[src/rtl/sevenseg_pkg.sv]
// Shared constants for the polled seven-segment output peripheral:
// status/control bit positions, key idle level and the hex glyph table.
package sevenseg_pkg;

  localparam int STATUS_FULL_BIT    = 0;
  localparam int STATUS_OVERRUN_BIT = 1;
  localparam int CTRL_CLR_OVR_BIT   = 1;

  localparam logic [1:0] KEY_IDLE = 2'b11;

  // Active-low glyphs, bit order {g,f,e,d,c,b,a}, indexed by nibble value.
  localparam logic [6:0] HEX_SEG [16] = '{
    7'b1000000, 7'b1111001, 7'b0100100, 7'b0110000,
    7'b0011001, 7'b0010010, 7'b0000010, 7'b1111000,
    7'b0000000, 7'b0010000, 7'b0001000, 7'b0000011,
    7'b1000110, 7'b0100001, 7'b0000110, 7'b0001110
  };

endpackage

[src/rtl/hex_to_7seg.sv]
// Combinational nibble to active-low seven-segment glyph decoder.
module hex_to_7seg
  import sevenseg_pkg::*;
(
  input  logic [3:0] nibble,
  output logic [6:0] seg
);

  assign seg = HEX_SEG[nibble];

endmodule

[src/rtl/sevenseg_poll_out.sv]
// Polled CPU output port: one-entry pending buffer released by a user key
// onto a 4-digit multiplexed hex seven-segment display.
module sevenseg_poll_out
  import sevenseg_pkg::*;
#(
  parameter int REFRESH_DIV = 50000
) (
  input  logic        clk,
  input  logic        rst,
  input  logic        a0,
  input  logic        wr,
  input  logic [15:0] data_in,
  output logic [15:0] data_out,
  input  logic        next_key,
  output logic [3:0]  an,
  output logic [6:0]  seg
);

  localparam int CNT_W = (REFRESH_DIV > 1) ? $clog2(REFRESH_DIV) : 1;
  localparam logic [CNT_W-1:0] CNT_LAST = CNT_W'(REFRESH_DIV - 1);

  logic [15:0]      pending_reg;
  logic [15:0]      display_reg;
  logic             full;
  logic             overrun;
  logic [1:0]       key_sync;
  logic [CNT_W-1:0] refresh_cnt;
  logic [1:0]       digit;

  logic        data_wr;
  logic        ctrl_wr;
  logic        accept;
  logic [15:0] status;
  logic [3:0]  nibble;

  // Handshake: the CPU offers a word by a data write (wr & ~a0) while full==0;
  // the user takes it with one falling key edge while full==1, which clears full.
  assign data_wr = wr & ~a0;
  assign ctrl_wr = wr & a0;
  assign accept  = (key_sync == 2'b10);

  always_comb begin
    status = '0;
    status[STATUS_FULL_BIT]    = full;
    status[STATUS_OVERRUN_BIT] = overrun;
  end

  assign data_out = a0 ? status : display_reg;

  always_ff @(posedge clk) begin
    if (rst) begin
      pending_reg <= '0;
      display_reg <= '0;
      full        <= 1'b0;
      overrun     <= 1'b0;
      key_sync    <= KEY_IDLE;
      refresh_cnt <= '0;
      digit       <= '0;
    end else begin
      key_sync <= {key_sync[0], next_key};

      if (accept && full) begin
        display_reg <= pending_reg;
      end

      // A write while full only lands if the same edge drains the old word.
      if (data_wr) begin
        if (!full || accept) begin
          pending_reg <= data_in;
          full        <= 1'b1;
        end else begin
          overrun <= 1'b1;
        end
      end else if (accept && full) begin
        full <= 1'b0;
      end

      if (ctrl_wr && data_in[CTRL_CLR_OVR_BIT]) begin
        overrun <= 1'b0;
      end

      if (refresh_cnt == CNT_LAST) begin
        refresh_cnt <= '0;
        digit       <= digit + 2'd1;
      end else begin
        refresh_cnt <= refresh_cnt + 1'b1;
      end
    end
  end

  assign nibble = display_reg[{digit, 2'b00} +: 4];
  assign an     = ~(4'b0001 << digit);

  hex_to_7seg u_hex_to_7seg (
    .nibble (nibble),
    .seg    (seg)
  );

endmodule

[config.mk]
export PLATFORM = sky130hd
export DESIGN_NAME = sevenseg_poll_out
export DESIGN_NICKNAME = d
export VERILOG_FILES = /design/src/rtl/sevenseg_pkg.sv /design/src/rtl/hex_to_7seg.sv /design/src/rtl/sevenseg_poll_out.sv
export SDC_FILE = /design/constraint.sdc
export NUM_CORES = 1
export LEC_CHECK = 0
export BUFFER_PORTS_ARGS = -buffer_cell sky130_fd_sc_hd__buf_2
export CAP_MARGIN = 10
export CELL_PAD_IN_SITES_DETAIL_PLACEMENT = 1
export CELL_PAD_IN_SITES_GLOBAL_PLACEMENT = 2
export CORE_ASPECT_RATIO = 1.1
export CORE_MARGIN = 2
export CORE_UTILIZATION = 36
export CTS_CLUSTER_DIAMETER = 80
export DETAILED_ROUTE_END_ITERATION = 10
export HOLD_SLACK_MARGIN = 0.08
export PLACE_DENSITY = 0.81
export SYNTH_ARGS = -nofsm -noshare
export SYNTH_HDL_FRONTEND = slang
export SYNTH_SLANG_ARGS = --single-unit
[constraint.sdc]
create_clock -name clk -period 3.1 [get_ports clk]
set_input_delay 0.155 -clock clk [delete_from_list [all_inputs] [get_ports clk]]
set_output_delay 0.155 -clock clk [all_outputs]
set_load 0.02 [all_outputs]
# Yosys cells after proc, flatten, opt, wreduce, memory -nomap -nowiden
# Memories as Yosys holds them, arrays and structs flattened.
# Index checks and enable logic that the tools add are counted.
[op_classes] add_sub_neg=2 magnitude_cmp=1 n_eq_ne=3 shift=2 muxes=6 bitwise=6 n_reduce_logical=10
[op_table] operator="adder 16 x 1 -> 16 bit (second input constant)" count=1
[op_table] operator="equality test 16 bit (second input constant)" count=1
[op_table] operator="two-way mux 16 bit" count=1
[op_table] operator="indexed part select 16 x 5 -> 4 bit" count=1
[op_table] operator="two-way mux 7 bit" count=2
[op_table] operator="AND reduction 2 bit" count=3
[op_table] operator="greater-or-equal comparator 5 bit (second input constant)" count=1
[op_table] operator="NOT 4 -> 5 bit" count=1
[op_table] operator="NOT 4 bit" count=1
[op_table] operator="OR reduction 2 bit" count=2
[op_table] operator="left shift 1 x 2 -> 4 bit (first input constant)" count=1
[op_table] operator="two-way mux 1 bit" count=3
[op_table] operator="adder 2 x 1 -> 2 bit (second input constant)" count=1
[op_table] operator="AND 1 bit" count=2
[op_table] operator="equality test 2 bit (second input constant)" count=1
[op_table] operator="logical AND 1 bit" count=2
[op_table] operator="!= test 2 x 1 -> 1 bit (second input constant)" count=1
[op_table] operator="NOT 1 bit" count=2
[op_table] operator="nonzero test 2 bit" count=1
[op_table] operator="zero test 1 bit" count=1
[op_table] operator="logical OR 1 bit" count=1
[word_totals] reg_bits=54 romBits=112 input_bits=21 n_memories=1
[mem_list] memory="(no name shown)" words=16 width=7 read_ports=1 rd_ports_with_merged_regs=0 write_ports=0 line_no="hex_to_7seg.sv:9" rtl="assign seg = HEX_SEG[nibble];"

# Depth between registers and ports, before layout
# Gate-level depths: netlist of the first run.
[logic_depth] word_depth=5 mapped_depth=7 ltp_nobuf=6

# By module
# A second synthesis of the first run with hierarchy kept.
[hier_totals] hier_cells=293 area_unflattened_um2=2582.5
[by_module_without_submodules] mod="sevenseg_poll_out" instances=1 cells_each=257 area_each_um2=2326.0
[by_module_without_submodules] mod="hex_to_7seg" instances=1 cells_each=36 area_each_um2=256.5

# Least setup slack after synthesis of the first run
# Ideal clock, no wire load.
[synth_timing] path_type="flip-flop to output port" startpoint="register digit[0]" endpoint="output seg[0]" t_arrival_ns=2.087 required_ns=2.945 setup_slack_ns=0.858 stages_incl_launch_ff=7 n_path_buf=1 path_cell_list="dfxtp_1 -> buf_6 -> mux4_1 -> inv_1 -> ha_1 -> inv_1 -> o31ai_1"
[synth_between] elab_chain_len=5
[synth_lines] item="start: declaration" line_no="sevenseg_poll_out.sv:28" rtl="logic [1:0] digit;"
[synth_lines] item="start signal: assignment" line_no="sevenseg_poll_out.sv:84" rtl="digit <= digit + 2'd1;"
[synth_lines] item="indexed part select 16 x 5 -> 4 bit" line_no="sevenseg_poll_out.sv:91" rtl="assign nibble = display_reg[{digit, 2'b00} +: 4];"
[synth_lines] item="NOT 4 -> 5 bit (implied by the code)" line_no="hex_to_7seg.sv:9"
[synth_lines] item="memory (16 x 7 bit)"
[synth_lines] item="two-way mux 7 bit (implied by the code) (2 in series)" line_no="hex_to_7seg.sv:9"
[synth_lines] item="end: declaration" line_no="sevenseg_poll_out.sv:16" rtl="output logic [6:0] seg"
# No other way between the ends. The select of a mux whose other input is x is not followed.

# Final worst setup path of the first run
[layout_timing] startpoint="register digit[0]" endpoint="output seg[3]"
# Same word-level chain as after synthesis.

==> results of run 1 <==
==> worst max-delay path, stage by stage, from the launching register on <==
cell	delay [ns]
dfxtp_1	0.53
mux4_1	0.74
inv_1	0.16
ha_1	0.22
nor2_1	0.07
a21oi_1	0.14
o21a_1	0.12
buf_2	0.15
==> where the power goes <==
part / internal [uW] / switching, uW / total [uW]
registers: 711 / 11.1 / 722
clock network: 160 / 237 / 397
logic: 44.0 / 47.5 / 91.5
==> through the flow <==
| step | area [sq um] | utilization | setup slack (ns) | hold slack, ns |
|---|---|---|---|---|
| 2_1_floorplan | 2590 | - | 0.8578 | 0.2588 |
| 3_3_place_gp | 2873 | 0.4100 | 0.8856 | 0.3373 |
| 3_5_place_dp | 2873 | 0.4100 | 0.8046 | 0.3475 |
| 4_1_cts | 3080 | 0.4396 | 0.4478 | 0.08024 |
| 5_1_grt | 3080 | 0.4396 | 0.3042 | 0.09531 |
| 6_report | 3080 | 0.4396 | 0.5024 | 0.07893 |
==> Yosys cell counts, drive strengths merged, types with 4 or more instances <==
library cell / n
a21oi: 20
buf: 5
clkbuf: 8
dfxtp: 54
ha: 11
inv: 15
mux2: 4
mux2i: 17
mux4: 4
nand2: 40
nand2b: 4
nand3: 7
nor2: 39
nor2b: 16
nor3: 4
or2: 4
xnor2: 12
==> kinds of logic after synthesis <==
group           share of synthesized area
compound gates                    0.07778
mux                                0.1208
xor+xnor                          0.04734
simple gates                       0.2333
flops                              0.4174
buf+inv                           0.05024
fa+ha+maj                         0.05314
==> layer usage <==
layer / vias to the layer above / wire length, microns
met4: 0 / 69
met3: 5 / 196
met5: - / 0
li1: 1076 / -
met1: 991 / 2843
met2: 33 / 2823
==> how the worst min path moves through the flow <==
| stage | startpoint | end | slack (ns) | depth (start not counted) |
|---|---|---|---|---|
| after global routing | data_in[7] | pending_reg[7] | 0.1 | 3 |
| final | data_in[3] | pending_reg[3] | 0.08 | 3 |
| after CTS | data_in[3] | pending_reg[3] | 0.08 | 3 |
| after global placement | next_key | key_sync[0] | 0.34 | 2 |
| after floorplan | next_key | key_sync[0] | 0.26 | 1 |
| after detailed placement | next_key | key_sync[0] | 0.35 | 2 |
==> final cells by class <==
type	instances	area (sq um)	area share
clock buffers	5	68.82	0.02234
clock inverters	3	18.77	0.006093
inverters	15	56.30	0.01828
multi-input cells	209	1379	0.4476
flip-flops and latches	54	1081	0.3509
well taps	85	106.4	0.03452
repair buffers	61	370.4	0.1202
==> flow_metrics.py, run 1 <==
metrics = {
    "detailed_routing": {
        "first_pass_iters": 4,
        "wl_per_cell_microns": 13.73,
        "routed_wl_mm": 5.932,
        "vias": 2105,
        "ant_nets": 0,
        "drc": 0,
        "via_per_inst": 4.873,
        "drt_iter0_drc": 34,
    },
    "logic_synthesis": {
        "yosysSeqAreaShare": 0.4174,
        "syn_area_sq_um": 2590,
        "ys_seq_elements": 54,
        "ys.flop_type": "dfxtp_1",
        "synth_top_area_share": 0.4174,
        "synth_area_leader_cell": "dfxtp_1",
        "syn_inst": 291,
        "ys_warn_count": 0,
        "synth_edf_count": 0,
        "ys_async_sr_fraction": 0,
        "avgSynthCellArea_sq_um": 8.900,
        "ys_types": 40,
        "syn-num-nets": 323,
        "yosys-top-cells-area": "dfxtp_1 (42%), mux2i_1 (6.6%), nand2_1 (5.8%), nor2_1 (5.7%), ha_1 (5.3%)",
    },
    "die": {
        "initial_core_util": 0.3696,
        "io_pins": 48,
        "die_height_microns": 92.96,
        "die_x_microns": 84.87,
        "placementRows": 32,
        "dieArea_sq_um": 7890,
        "core-area_sq_um": 7007,
    },
    "place": {
        "io_buffer_count": 47,
        "place_hpwl_mm": 4.309,
        "dpl.cell_count": 412,
        "routabilityCongestion": 0.8143,
    },
    "grt": {
        "grt_pass1_vias": 2075,
        "grt_max_degree": 41,
        "use_met2": 0.2612,
        "gr-total-overflow": 0,
        "grt_pass1_wl_mm": 9.915,
        "antenna_found_initial": 0,
        "grt.total_usage": 0.1544,
        "grtUsageMet1": 0.2002,
        "gr-usage-met3": 0.02941,
        "grt-busiest-layer": "met2",
    },
    "clock_network": {
        "cts_tree": "built",
        "htree_levels": 2,
        "hold_buffers": 12,
        "clk_path_buf_depth": 2,
        "clk-insertion-delay-late_ns": 0.31,
        "clk_pin_slew_ns": 0.10,
        "cts_resized": 0,
        "clockRootBuffer": "clkbuf_8",
        "cts_setup_buffers": 0,
        "cts.sinks": 54,
        "cts_buffers": 5,
    },
    "sta": {
        "finalSetupViolCount": 0,
        "rsz0062_at_grt": "no",
        "max_clock_freq_mhz": 385.0,
        "hold_violations": 0,
        "min_period_ns": 2.598,
        "tightestPinTransition_ns": 0.7231,
        "fin_crit_sh": 0.8379,
        "clock_skew_ns": 0.01237,
        "slew_viol_final": 0,
        "slew_headroom": 0.5179,
        "finalSetupTns_ns": 0,
    },
    "critical_path": {
        "worst_ep_arrival_time_ns": 2.44,
        "end_kind": "output pin",
        "path_class": "reg -> out",
        "rrSetupSlack_ns": 1.25,
        "rr_startpoint": "refresh_cnt[0]",
        "r2r_cells": 5,
        "worstSetupStartpointType": "register",
        "cp.required_ns": 2.94,
        "crit_end": "seg[3]",
        "r2r_end": "refresh_cnt[12]",
        "cp-startpoint": "digit[0]",
        "critPathMaxFanout": 7,
    },
    "finish": {
        "syn2layout_area_growth_pct": 18.94,
        "drive_gt1_frac": 0.2046,
        "diodes": 0,
        "num-fill-cells": 852,
        "mostFrequentLayoutCells": "dfxtp_1 (54), buf_2 (47), nand2_1 (40), nor2_1 (39), a21oi_1 (19)",
        "nets": 378,
        "final_common_cell": "dfxtp_1",
        "fin_cells": 432,
    },
    "min_path": {
        "hold_class": "in -> reg",
    },
    "job": {
        "drv_cap": 0,
    },
    "pwr": {
        "p_per_area_nw_per_um2": 392.9,
        "vdd_drop_max_v": 0.0001740,
        "total_power_uw": 1210,
        "leakagePower_uw": 0.001222,
    },
    "outcome": {
        "status": "finished, final reports clean",
    },
}
Note: power is estimated with default switching activity, not from simulation.
==> inputs of run 2 (changes only) <==
- CORE_UTILIZATION: 36 -> 33
- PLACE_DENSITY: 0.81 -> 0.75
- clock period: 3.1 -> 2.5 ns (I/O delays scaled with it)
==> run 2 against run 1 <==
Against the previous run:
- utilization shrank 1.6 points
- global-route usage is 0.45 points lower
- sequential power rose by 24%
- final area is 3.5% higher
- power grew 36%
- critical path type unchanged
- critical endpoint is now seg[0]
==> flow_metrics.py, run 2 (synthesized netlist as in run 1, its figures left out) <==
metrics = {
    "sta": {
        "fin_crit_sh": 0.9170,
        "clock_skew_ns": 0.008423,
        "finalSetupTns_ns": 0,
        "slew_viol_final": 0,
        "max_clock_freq_mhz": 436.2,
        "tightestPinTransition_ns": 0.5780,
        "rsz0062_at_grt": "no",
        "slew_headroom": 0.6146,
        "finalSetupViolCount": 0,
        "fin_ws_ns": 0.2074,
        "hold_violations": 0,
        "min_period_ns": 2.293,
    },
    "finish": {
        "drive_gt1_frac": 0.2102,
        "diodes": 0,
        "nets": 383,
        "final_common_cell": "dfxtp_1",
        "fin_cells": 457,
        "syn2layout_area_growth_pct": 23.04,
        "mostFrequentLayoutCells": "dfxtp_1 (53), buf_2 (47), nand2_1 (40), nor2_1 (39), a21oi_1 (19)",
        "post-route-util": 0.4241,
        "stdcell_area_sq_um": 3187,
        "num-fill-cells": 921,
    },
    "die": {
        "die_height_microns": 96.92,
        "die_x_microns": 88.47,
        "initial_core_util": 0.3447,
        "dieArea_sq_um": 8574,
        "io_pins": 48,
        "core-area_sq_um": 7515,
        "placementRows": 33,
    },
    "clock_network": {
        "clockRootBuffer": "clkbuf_8",
        "cts_buffers": 5,
        "clk-insertion-delay-late_ns": 0.31,
        "cts_setup_buffers": 0,
        "htree_levels": 2,
        "cts_tree": "built",
        "clk_pin_slew_ns": 0.10,
        "cts.sinks": 54,
        "clk_path_buf_depth": 2,
    },
    "critical_path": {
        "worstPathCellList": "mux4_2 > inv_1 > ha_1 > inv_1 > o31ai_1 > buf_2",
        "cp-startpoint": "digit[0]",
        "path_class": "reg -> out",
        "rr_startpoint": "refresh_cnt[0]",
        "slowest_stage": "mux4_2",
        "cp.required_ns": 2.38,
        "critPathMaxFanout": 7,
        "cp_top_family": "multiplexers",
        "worst_ep_arrival_time_ns": 2.17,
        "worstSetupStartpointType": "register",
        "max_stage_delay_ns": 0.59,
        "cpMostUsedCell": "inv_1",
        "crit_buf_inv": 3,
        "end_kind": "output pin",
    },
    "detailed_routing": {
        "first_pass_iters": 4,
        "routed_wl_mm": 6.085,
        "drt_iter0_drc": 27,
        "via_per_inst": 4.650,
        "ant_nets": 0,
        "wl_per_cell_microns": 13.32,
        "vias": 2125,
        "drc": 0,
    },
    "grt": {
        "gr-usage-met3": 0.02816,
        "grt_max_degree": 40,
        "antenna_found_initial": 0,
        "use_met2": 0.2597,
        "grt.total_usage": 0.1499,
        "grt_pass1_vias": 2139,
        "gr-total-overflow": 0,
        "grt-busiest-layer": "met2",
        "grtUsageMet1": 0.1909,
        "grt_pass1_wl_mm": 10.29,
    },
    "pwr": {
        "leakagePower_uw": 0.001251,
        "p_per_area_nw_per_um2": 514.9,
        "vdd_drop_max_v": 0.0002125,
    },
    "place": {
        "place_hpwl_mm": 4.441,
        "io_buffer_count": 47,
        "routabilityCongestion": 0.7739,
        "dpl.cell_count": 433,
        "postPlaceCellArea_sq_um": 2905,
        "place_ws_ns": 0.2602,
    },
    "outcome": {
        "status": "finished, final reports clean",
    },
    "job": {
        "drv_cap": 0,
    },
    "min_path": {
        "hold_class": "in -> reg",
        "hp-start": "data_in[15]",
    },
}
## run 2: cell count changes in the layout (fill, tap and decap cells not counted), sizes merged
cell | previous run | this run
dlygate4sd3 | 12 | 16
clkbuf | 5 | 6
bufinv | 0 | 1
clkinv | 2 | 0
buf | 49 | 50
## run 2: final timing paths
kind	end	depth (start not counted)	slack, ns
setup / recovery	seg[0]	6	0.21
hold / removal	pending_reg[15]	3	0.09
setup reg to reg	refresh_cnt[12]	5	0.59
hold reg to reg	key_sync[1]	1	0.44
## run 2: worst register-to-register path: cells and delay by family (launching register included)
kind	cells	cell delay, ns
flops	1	0.38
simple gates	4	1.20
fa+ha+maj	1	0.21
## run 2: power by group
| part | internal, uW | switching (uW) | total [uW] |
|---|---|---|---|
| clock network | 330 | 298 | 628 |
| registers | 880 | 13.8 | 894 |
| logic | 59.7 | 59.0 | 119 |
## run 2: routing by layer
| layer | wire [microns] | part of all wire |
|---|---|---|
| met2 | 3062 | 0.50 |
| met1 | 2840 | 0.47 |
| met3 | 156 | 0.026 |
| met5 | 0 | 0 |
| met4 | 25 | 0.0041 |
## run 2: cell type report
| class | instances | area (sq um) | area share |
|---|---|---|---|
| tap | 105 | 131.4 | 0.04122 |
| timing repair buffer | 66 | 417.9 | 0.1311 |
| inverter | 15 | 56.30 | 0.01767 |
| sequential | 54 | 1085 | 0.3404 |
| multi-input combinational | 209 | 1375 | 0.4315 |
| clock inverter | 2 | 38.79 | 0.01217 |
| clock buffer | 6 | 82.58 | 0.02591 |
## run 2: per-stage QoR
stage / hold WS [ns] / total power [uW]
5_1_grt: 0.1066 / 1720
2_1_floorplan: 0.2288 / 981.4
6_report: 0.08925 / 1641
4_1_cts: 0.09310 / 1672
3_3_place_gp: 0.3069 / 1015
3_5_place_dp: 0.3177 / 1017
## run 2: repair_timing
action | in CTS | in global routing
endpoints found under the hold margin | 16 | 0
resized for setup | 1 | 2
pin swaps | 0 | 0
setup endpoints to repair | 4 | 3
hold buffers | 16 | 0
